[config.mk]
export PLATFORM = sky130hd
export DESIGN_NAME = parity_frame_rx
export DESIGN_NICKNAME = d
export VERILOG_FILES = /design/src/rtl/parity_pkg.sv /design/src/rtl/parity_bit_acc.sv /design/src/rtl/parity_frame_rx.sv
export SDC_FILE = /design/constraint.sdc
export NUM_CORES = 1
export LEC_CHECK = 0
export ABC_AREA = 0
export CORE_UTILIZATION = 45
export DETAILED_ROUTE_END_ITERATION = 8
export PLACE_DENSITY = 0.66
export SYNTH_ARGS = -nofsm -noshare
export SYNTH_HDL_FRONTEND = slang
export SYNTH_SLANG_ARGS = --single-unit
[constraint.sdc]
create_clock -name clk -period 3.2 [get_ports clk]
set_input_delay 0.64 -clock clk [delete_from_list [all_inputs] [get_ports clk]]
set_output_delay 0.64 -clock clk [all_outputs]
set_load 0.005 [all_outputs]
[src/rtl/parity_pkg.sv]
// rtl/parity_pkg.sv - shared types, line levels and parity helper for the parity frame receiver
package parity_pkg;

   typedef enum logic [1:0] {
      IDLE   = 2'd0,
      DATA   = 2'd1,
      PARITY = 2'd2,
      STOP   = 2'd3
   } rx_state_t;

   localparam logic START_BIT = 1'b0;
   localparam logic STOP_BIT  = 1'b1;

   // Parity bit a transmitter appends to word; odd selects odd parity sense.
   function automatic logic parity_of(input logic [31:0] word, input logic odd);
      return (^word) ^ odd;
   endfunction

endpackage

[src/rtl/parity_bit_acc.sv]
// rtl/parity_bit_acc.sv - registered 1-bit XOR accumulator with clear-to-value and enable
module parity_bit_acc (
   input  logic clk,
   input  logic rst,
   input  logic clr,
   input  logic clr_val,
   input  logic en,
   input  logic bit_in,
   output logic acc
);

   always_ff @(posedge clk) begin
      if (rst) begin
         acc <= 1'b0;
      end else if (clr) begin
         acc <= clr_val;
      end else if (en) begin
         acc <= acc ^ bit_in;
      end
   end

endmodule

[src/rtl/parity_frame_rx.sv]
// rtl/parity_frame_rx.sv - bit-serial frame receiver: start, DATA_W data bits LSB first, parity, stop
module parity_frame_rx
   import parity_pkg::*;
#(
   parameter int DATA_W = 8,
   parameter int ODD    = 0
) (
   input  logic              clk,
   input  logic              rst,
   input  logic              din,
   input  logic              din_valid,
   output logic [DATA_W-1:0] data_out,
   output logic              valid,
   output logic              parity_err,
   output logic              frame_err,
   output logic              busy
);

   localparam int               CNT_W    = (DATA_W > 1) ? $clog2(DATA_W) : 1;
   localparam logic [CNT_W-1:0] LAST_BIT = CNT_W'(DATA_W - 1);
   // Seeding with the parity of an empty word makes a matching frame leave acc at 0.
   localparam logic             ACC_SEED = parity_of(32'd0, 1'(ODD));

   rx_state_t         state, state_nxt;
   logic [CNT_W-1:0]  cnt;
   logic [DATA_W-1:0] shreg;
   logic              acc;

   logic start, shift, acc_en, done;

   always_ff @(posedge clk) begin
      if (rst) begin
         state <= IDLE;
      end else begin
         state <= state_nxt;
      end
   end

   always_comb begin
      state_nxt = state;
      start     = 1'b0;
      shift     = 1'b0;
      acc_en    = 1'b0;
      done      = 1'b0;
      case (state)
         IDLE: begin
            if (din_valid && din == START_BIT) begin
               start     = 1'b1;
               state_nxt = DATA;
            end
         end
         DATA: begin
            if (din_valid) begin
               shift  = 1'b1;
               acc_en = 1'b1;
               if (cnt == LAST_BIT) begin
                  state_nxt = PARITY;
               end
            end
         end
         PARITY: begin
            if (din_valid) begin
               acc_en    = 1'b1;
               state_nxt = STOP;
            end
         end
         STOP: begin
            if (din_valid) begin
               done      = 1'b1;
               state_nxt = IDLE;
            end
         end
         default: state_nxt = IDLE;
      endcase
   end

   parity_bit_acc u_acc (
      .clk     (clk),
      .rst     (rst),
      .clr     (start),
      .clr_val (ACC_SEED),
      .en      (acc_en),
      .bit_in  (din),
      .acc     (acc)
   );

   // The counter parks on the last bit index rather than wrapping.
   always_ff @(posedge clk) begin
      if (rst) begin
         cnt   <= '0;
         shreg <= '0;
      end else if (start) begin
         cnt   <= '0;
         shreg <= '0;
      end else if (shift) begin
         shreg[cnt] <= din;
         if (cnt != LAST_BIT) begin
            cnt <= cnt + 1'b1;
         end
      end
   end

   always_ff @(posedge clk) begin
      if (rst) begin
         data_out   <= '0;
         valid      <= 1'b0;
         parity_err <= 1'b0;
         frame_err  <= 1'b0;
      end else begin
         valid <= done;
         if (done) begin
            data_out   <= shreg;
            parity_err <= acc;
            frame_err  <= (din != STOP_BIT);
         end
      end
   end

   assign busy = (state != IDLE);

endmodule

-- Word-level counts from Yosys, hierarchy flattened
Index checks and enable logic that the tools add are counted.
- register bits after elaboration: 25
- bits of input ports: 4
- output and inout port bits: 12
- logic and storage cells: 46
- add/subtract/negate cells: 1
- magnitude comparators: 2
- equal/unequal tests: 10
- mux-type cells: 15
- bitwise gates (word level): 2
- reduce and logical (&&, ||, !) cells: 8
- operator list (operator ; number):
    2-bit 2-to-1 mux ; 5
    2-bit inequality test (second input constant) ; 5
    8-bit bitwise mux ; 1
    2-bit one-hot mux with 4 select lines ; 1
    1-bit 2-to-1 mux ; 7
    5-bit AND reduction ; 1
    2-bit == test (second input constant) ; 2
    3-bit by 4-bit less-than comparator with 1-bit output (second input constant) ; 1
    2-bit OR reduction ; 2
    3-bit by 1-bit adder with 3-bit output (second input constant) ; 1
    1-bit demux with 3-bit select ; 1
    3-bit == test (second input constant) ; 1
    3-bit by 1-bit >= comparator with 1-bit output (second input constant) ; 1
    3-bit inequality test (second input constant) ; 1
    2-bit by 1-bit == test with 1-bit output (second input constant) ; 1
    1-bit logical AND ; 2
    2-bit logical NOT ; 1
    2-bit AND reduction ; 1
    2-bit nonzero test ; 1
    1-bit NOT ; 1
    1-bit bitwise XOR ; 1

-- Depth between registers and ports, before layout
- depth after elaboration: 5
- mapped depth: 6
- depth with buffers taken out: 5

-- By module
Synthesis repeated with hierarchy kept, for this count alone.
- cell total of the unflattened synthesis: 132
- area total of the unflattened synthesis: 1133.6 µm²
- modules (own cells, without submodules) (module ; times used ; cells each ; area each (µm²) ; sequential area each (µm²)):
    parity_frame_rx ; 1 ; 127 ; 1077.3 ; 480.5
    parity_bit_acc ; 1 ; 5 ; 56.3 ; 20.0

-- Worst setup path before layout
OpenSTA, ideal clock, no wires.
- kind: input to register
- from: input din
- to: register state[0]
- setup time: 86 ps
- data arrival time: 1415 ps
- required time: 3114 ps
- path slack: 1699 ps
- stages: 4
- buffers on the path: 1
- cell sequence: buf_6 -> nand2b_1 -> a221o_1 -> a211oi_1
- word-level cells in the longest chain between the ends: 4
- RTL lines (what ; RTL line ; text):
    start, declared ; parity_frame_rx.sv:10 ; input logic din,
    1-bit NOT ; parity_frame_rx.sv:47 ; if (din_valid && din == START_BIT) begin
    1-bit logical AND ; parity_frame_rx.sv:47 ;
    2-bit inequality test (no line) ; -- ;
    5-bit AND reduction (no line) ; -- ;
    end signal, assigned ; parity_frame_rx.sv:35 ; state <= state_nxt;
    end, declared ; parity_frame_rx.sv:24 ; rx_state_t state, state_nxt;
No other way between the ends.
A chain may end at the register's enable or synchronous reset.

-- Worst setup path in the final report
- from: register state[0]
- to: output busy
- word-level cells in the longest chain between the ends: 1
- RTL lines (what ; RTL line ; text):
    2-bit nonzero test ; parity_frame_rx.sv:119 ; assign busy = (state != IDLE);
    end, declared ; parity_frame_rx.sv:16 ; output logic busy
No other way between the ends.

==> Implementation_results.wiki <==
{| class="wikitable"
! Metric !! Value
|-
| Effective utilization at floorplan || between 40% and 50%
|-
| Die W || ~51 um
|-
| Adder and majority cell fraction of the synthesized area || 6.82%
|-
| Total leakage power || 0.475 nW
|-
| Number of gates resized after CTS || 0
|-
| Summed instance area of the synthesized netlist || 0.00110 sq mm
|-
| Max-capacitance violation count || 0
|-
| Area of the core || around 0.0023 sq mm
|-
| Via/cell ratio || 5.15
|-
| Utilization after layout || between 50% and 60%
|-
| Number of warnings printed during yosys synthesis || 0
|-
| Nature of the critical path endpoint || output port
|-
| Number of max-slew violations in the final report || 0
|-
| Time the final worst path needs with I/O delays and setup || 2.27 ns
|-
| Most instantiated cells after synthesis || sky130_fd_sc_hd__dfxtp_1 (25), sky130_fd_sc_hd__nand2_1 (21), sky130_fd_sc_hd__a21oi_1 (17), sky130_fd_sc_hd__nand3_1 (8), sky130_fd_sc_hd__nor2_1 (7)
|-
| Number of enable-type register cells in the synthesized netlist || 0
|-
| Number of setup buffers added after CTS || 0
|-
| Compound-Gate Fraction of Synth Area || 16.5%
|-
| Library cell with the highest instance count after synthesis || sky130_fd_sc_hd__dfxtp_1
|-
| Post-route setup slack || around 0.93 ns
|-
| Status || completed
|-
| Count of hold buffers inserted by post-cts repair || 0
|-
| Worst Path Max Fanout || 3
|-
| Standard-cell rows || 17
|-
| RSZ-0062 raised after global routing || no
|-
| Number of vias after detailed routing || 871
|-
| TritonCTS clock tree || done
|-
| Die Area || 0.00265 sq mm
|-
| Synth top area share || 45.5%
|-
| Share of cells above drive strength 1 || under 10%
|-
| Final Cycle Share || 70.8%
|-
| Cell type with the highest occurrence count on the critical path || sky130_fd_sc_hd__inv_1
|-
| Slew @ Worst Pin || 0.491 ns
|-
| Signed area change from the synthesized netlist to the final layout || 16.0%
|-
| Number of flip-flops and latches in the synthesized netlist || 25
|-
| Library cells used by synthesis || 26
|-
| Clk root buf || sky130_fd_sc_hd__clkbuf_4
|-
| Number of instances in the synthesized netlist || 128
|-
| CTS H-tree depth || 1
|-
| Source-to-sink clock delay at the later pin of the worst-skew pair || 0.31 ns
|-
| Power density over the cells || 497 mW/mm^2
|-
| Post-Place Cell Area || 0.00125 sq mm
|-
| Port bufs || 15
|-
| Data arrival at the endpoint of the critical path || 1.63 ns
|-
| Clock tree buffer depth || 2
|-
| Number of endpoints with negative hold slack in the final report || 0
|-
| Cell chain of the critical path || inv_1, ha_1, inv_1, clkdlybuf4s50_1
|-
| Half-perimeter wire length of the detailed placement result || 1.51 mm
|-
| Top cells by area, synth || sky130_fd_sc_hd__dfxtp_1 (45%), sky130_fd_sc_hd__a21oi_1 (7.7%), sky130_fd_sc_hd__nand2_1 (7.2%), sky130_fd_sc_hd__ha_1 (6.8%), sky130_fd_sc_hd__nand3_1 (3.6%)
|-
| Startpoint types || register
|-
| Dominant combinational cell family by area after synthesis || simple AND/OR/NAND/NOR gates
|-
| Total routed wirelength || 2.00 mm
|-
| Overall power of the completed layout || 0.634 mW
|-
| Worst setup path category || register to output port
|-
| Average wire length per cell after detail routing || 11.9 um
|-
| Die Y || 51.5 um
|-
| Maximum achievable frequency || 441 MHz
|-
| First-pass GRT wire length || between 3 and 4 mm
|-
| Violation count after the first detailed-route iteration || 17
|-
| Maximum number of pins on one net before global-route repair || 16
|-
| CP Buf/Inv Count || 3
|-
| Total clock buffers created by CTS || 3
|-
| Share of synthesized cell area in and, or, nand and nor gates || 21.6%
|-
| Initial antenna violation count || 0
|-
| Syn Nets || 138
|-
| Critical path data required time || 2.56 ns
|-
| Antenna diode count || 0
|-
| Slowest cell on the critical path || sky130_fd_sc_hd__clkdlybuf4s50_1
|-
| Count of boundary I/O pins || 16
|-
| Mux cell area share after synthesis || under 10%
|-
| Total gr overflow || 0
|-
| Num Clock Sinks || 25
|-
| Count of nets left with antenna violations after detail routing || 0
|-
| Family with the most delay on the worst path || buffers and inverters
|-
| Average size of a mapped cell || roughly 8.6 sq um
|-
| Total routing usage reported by global routing || 17.5%
|-
| Sum of negative setup slack || 0 ns
|-
| Routability-driven placement congestion ratio || 0.859
|-
| Maximum VDD drop || about 0.00035 V
|-
| Xor and xnor area share after synthesis || 1.59%
|-
| Via count of the first global-routing pass || between 700 and 800
|-
| Ys async rst share || 0%
|-
| Leading area contributor after synthesis || sky130_fd_sc_hd__dfxtp_1
|-
| Predominant post-synthesis flop cell || sky130_fd_sc_hd__dfxtp_1
|-
| DRC Markers || 0
|-
| Clock Skew || ~0.0036 ns
|-
| Max-slew headroom at the worst pin || 67.1%
|-
| Detailed-routing iteration count for the pre-antenna-repair pass || 4
|-
| Clock transition time at the flip-flop clock pins of the worst setup and hold paths || 0.14 ns
|-
| Setup-failing EPs final || 0
|-
| Delay of the slowest cell on the worst path || 0.51 ns
|-
| Setup WS pre-CTS || 1.02 ns
|-
| Cell area after layout || 0.00128 sq mm
|-
| Sequential share of the synthesized area || 45.5%
|-
| Post-layout nets || 152
|-
| Classification of the worst-slack hold path || register to register
|-
| # fillers || 213
|}
## cell families (layout without fill, tap and decap cells)
logic type | Yosys count | in the layout
AND/OR/NAND/NOR | 50 | 50
adder cells (fa/ha/maj) | 6 | 6
AO/OA/AOI/OAI | 31 | 31
XOR/XNOR | 2 | 2
buffers and inverters | 11 | 24
flip-flops | 25 | 25
multiplexers | 3 | 3
## per-layer routing
layer,global-route usage (%),up-vias,share of wire (%)
li1,-,462,-
met1,21.3,398,49
met5,0,-,0
met4,9.01,0,0.85
met3,2.98,2,2.1
met2,29.2,9,48
## path summary, 6_finish.rpt
kind | start | end | slack, ns | depth (start not counted)
min reg2reg | shreg[6] | data_out[6] | 0.46 | 2
min | shreg[6] | data_out[6] | 0.46 | 2
max | state[0] | busy | 0.93 | 4
max reg2reg | cnt[0] | state[0] | 1.47 | 5
## area by class of cell
type	count	area, sq um	share of cell area, %
multi-input cells	92	542	42.4
flip-flops and latches	25	500	39.2
repair buffers	16	158	12.3
well taps	28	35.0	2.74
clock buffers	3	22.5	1.76
inverters	4	15.0	1.18
clock inverters	1	5.00	0.392
## tightest hold or removal path: stages, from the launching register on
cell	delay [ns]
sky130_fd_sc_hd__dfxtp_1	0.33
sky130_fd_sc_hd__nand2_1	0.05
sky130_fd_sc_hd__a21oi_1	0.05
## report_power, final
group	switching (mW)	internal, mW
Combinational	0.0820	0.0684
Sequential	0.0183	0.327
Clock	0.0922	0.0467
## registers in the layout (all words and copies together) (netlist names)
register / count
valid: 1
data_out: 8
cnt: 3
parity_err: 1
state: 2
frame_err: 1
shreg: 8
u_acc.acc: 1
## placed cells by master, fill, tap and decap left out, types with 2 or more instances in the layout
| cell | netlist | layout |
|---|---|---|
| sky130_fd_sc_hd__xor2_1 | 2 | 2 |
| sky130_fd_sc_hd__nand2b_1 | 5 | 5 |
| sky130_fd_sc_hd__nand3_1 | 8 | 8 |
| sky130_fd_sc_hd__inv_1 | 4 | 4 |
| sky130_fd_sc_hd__nor2b_1 | 2 | 2 |
| sky130_fd_sc_hd__clkdlybuf4s50_1 | 0 | 15 |
| sky130_fd_sc_hd__nand3b_1 | 2 | 2 |
| sky130_fd_sc_hd__or3_1 | 2 | 2 |
| sky130_fd_sc_hd__nor2_1 | 7 | 7 |
| sky130_fd_sc_hd__o31ai_1 | 2 | 2 |
| sky130_fd_sc_hd__clkbuf_4 | 0 | 3 |
| sky130_fd_sc_hd__a21oi_1 | 17 | 17 |
| sky130_fd_sc_hd__o21ai_0 | 6 | 6 |
| sky130_fd_sc_hd__mux2i_1 | 3 | 3 |
| sky130_fd_sc_hd__nand2_1 | 21 | 21 |
| sky130_fd_sc_hd__ha_1 | 6 | 6 |
| sky130_fd_sc_hd__dfxtp_1 | 25 | 25 |
| sky130_fd_sc_hd__a211oi_1 | 2 | 2 |
## per-stage QoR
stage	instances	hold WS (ns)
after floorplan	128	0.428
after global placement	165	0.440
after detailed placement	165	0.443
after CTS	169	0.462
after global routing	169	0.484
final	169	0.461
Power figures use the tool's default switching activity.
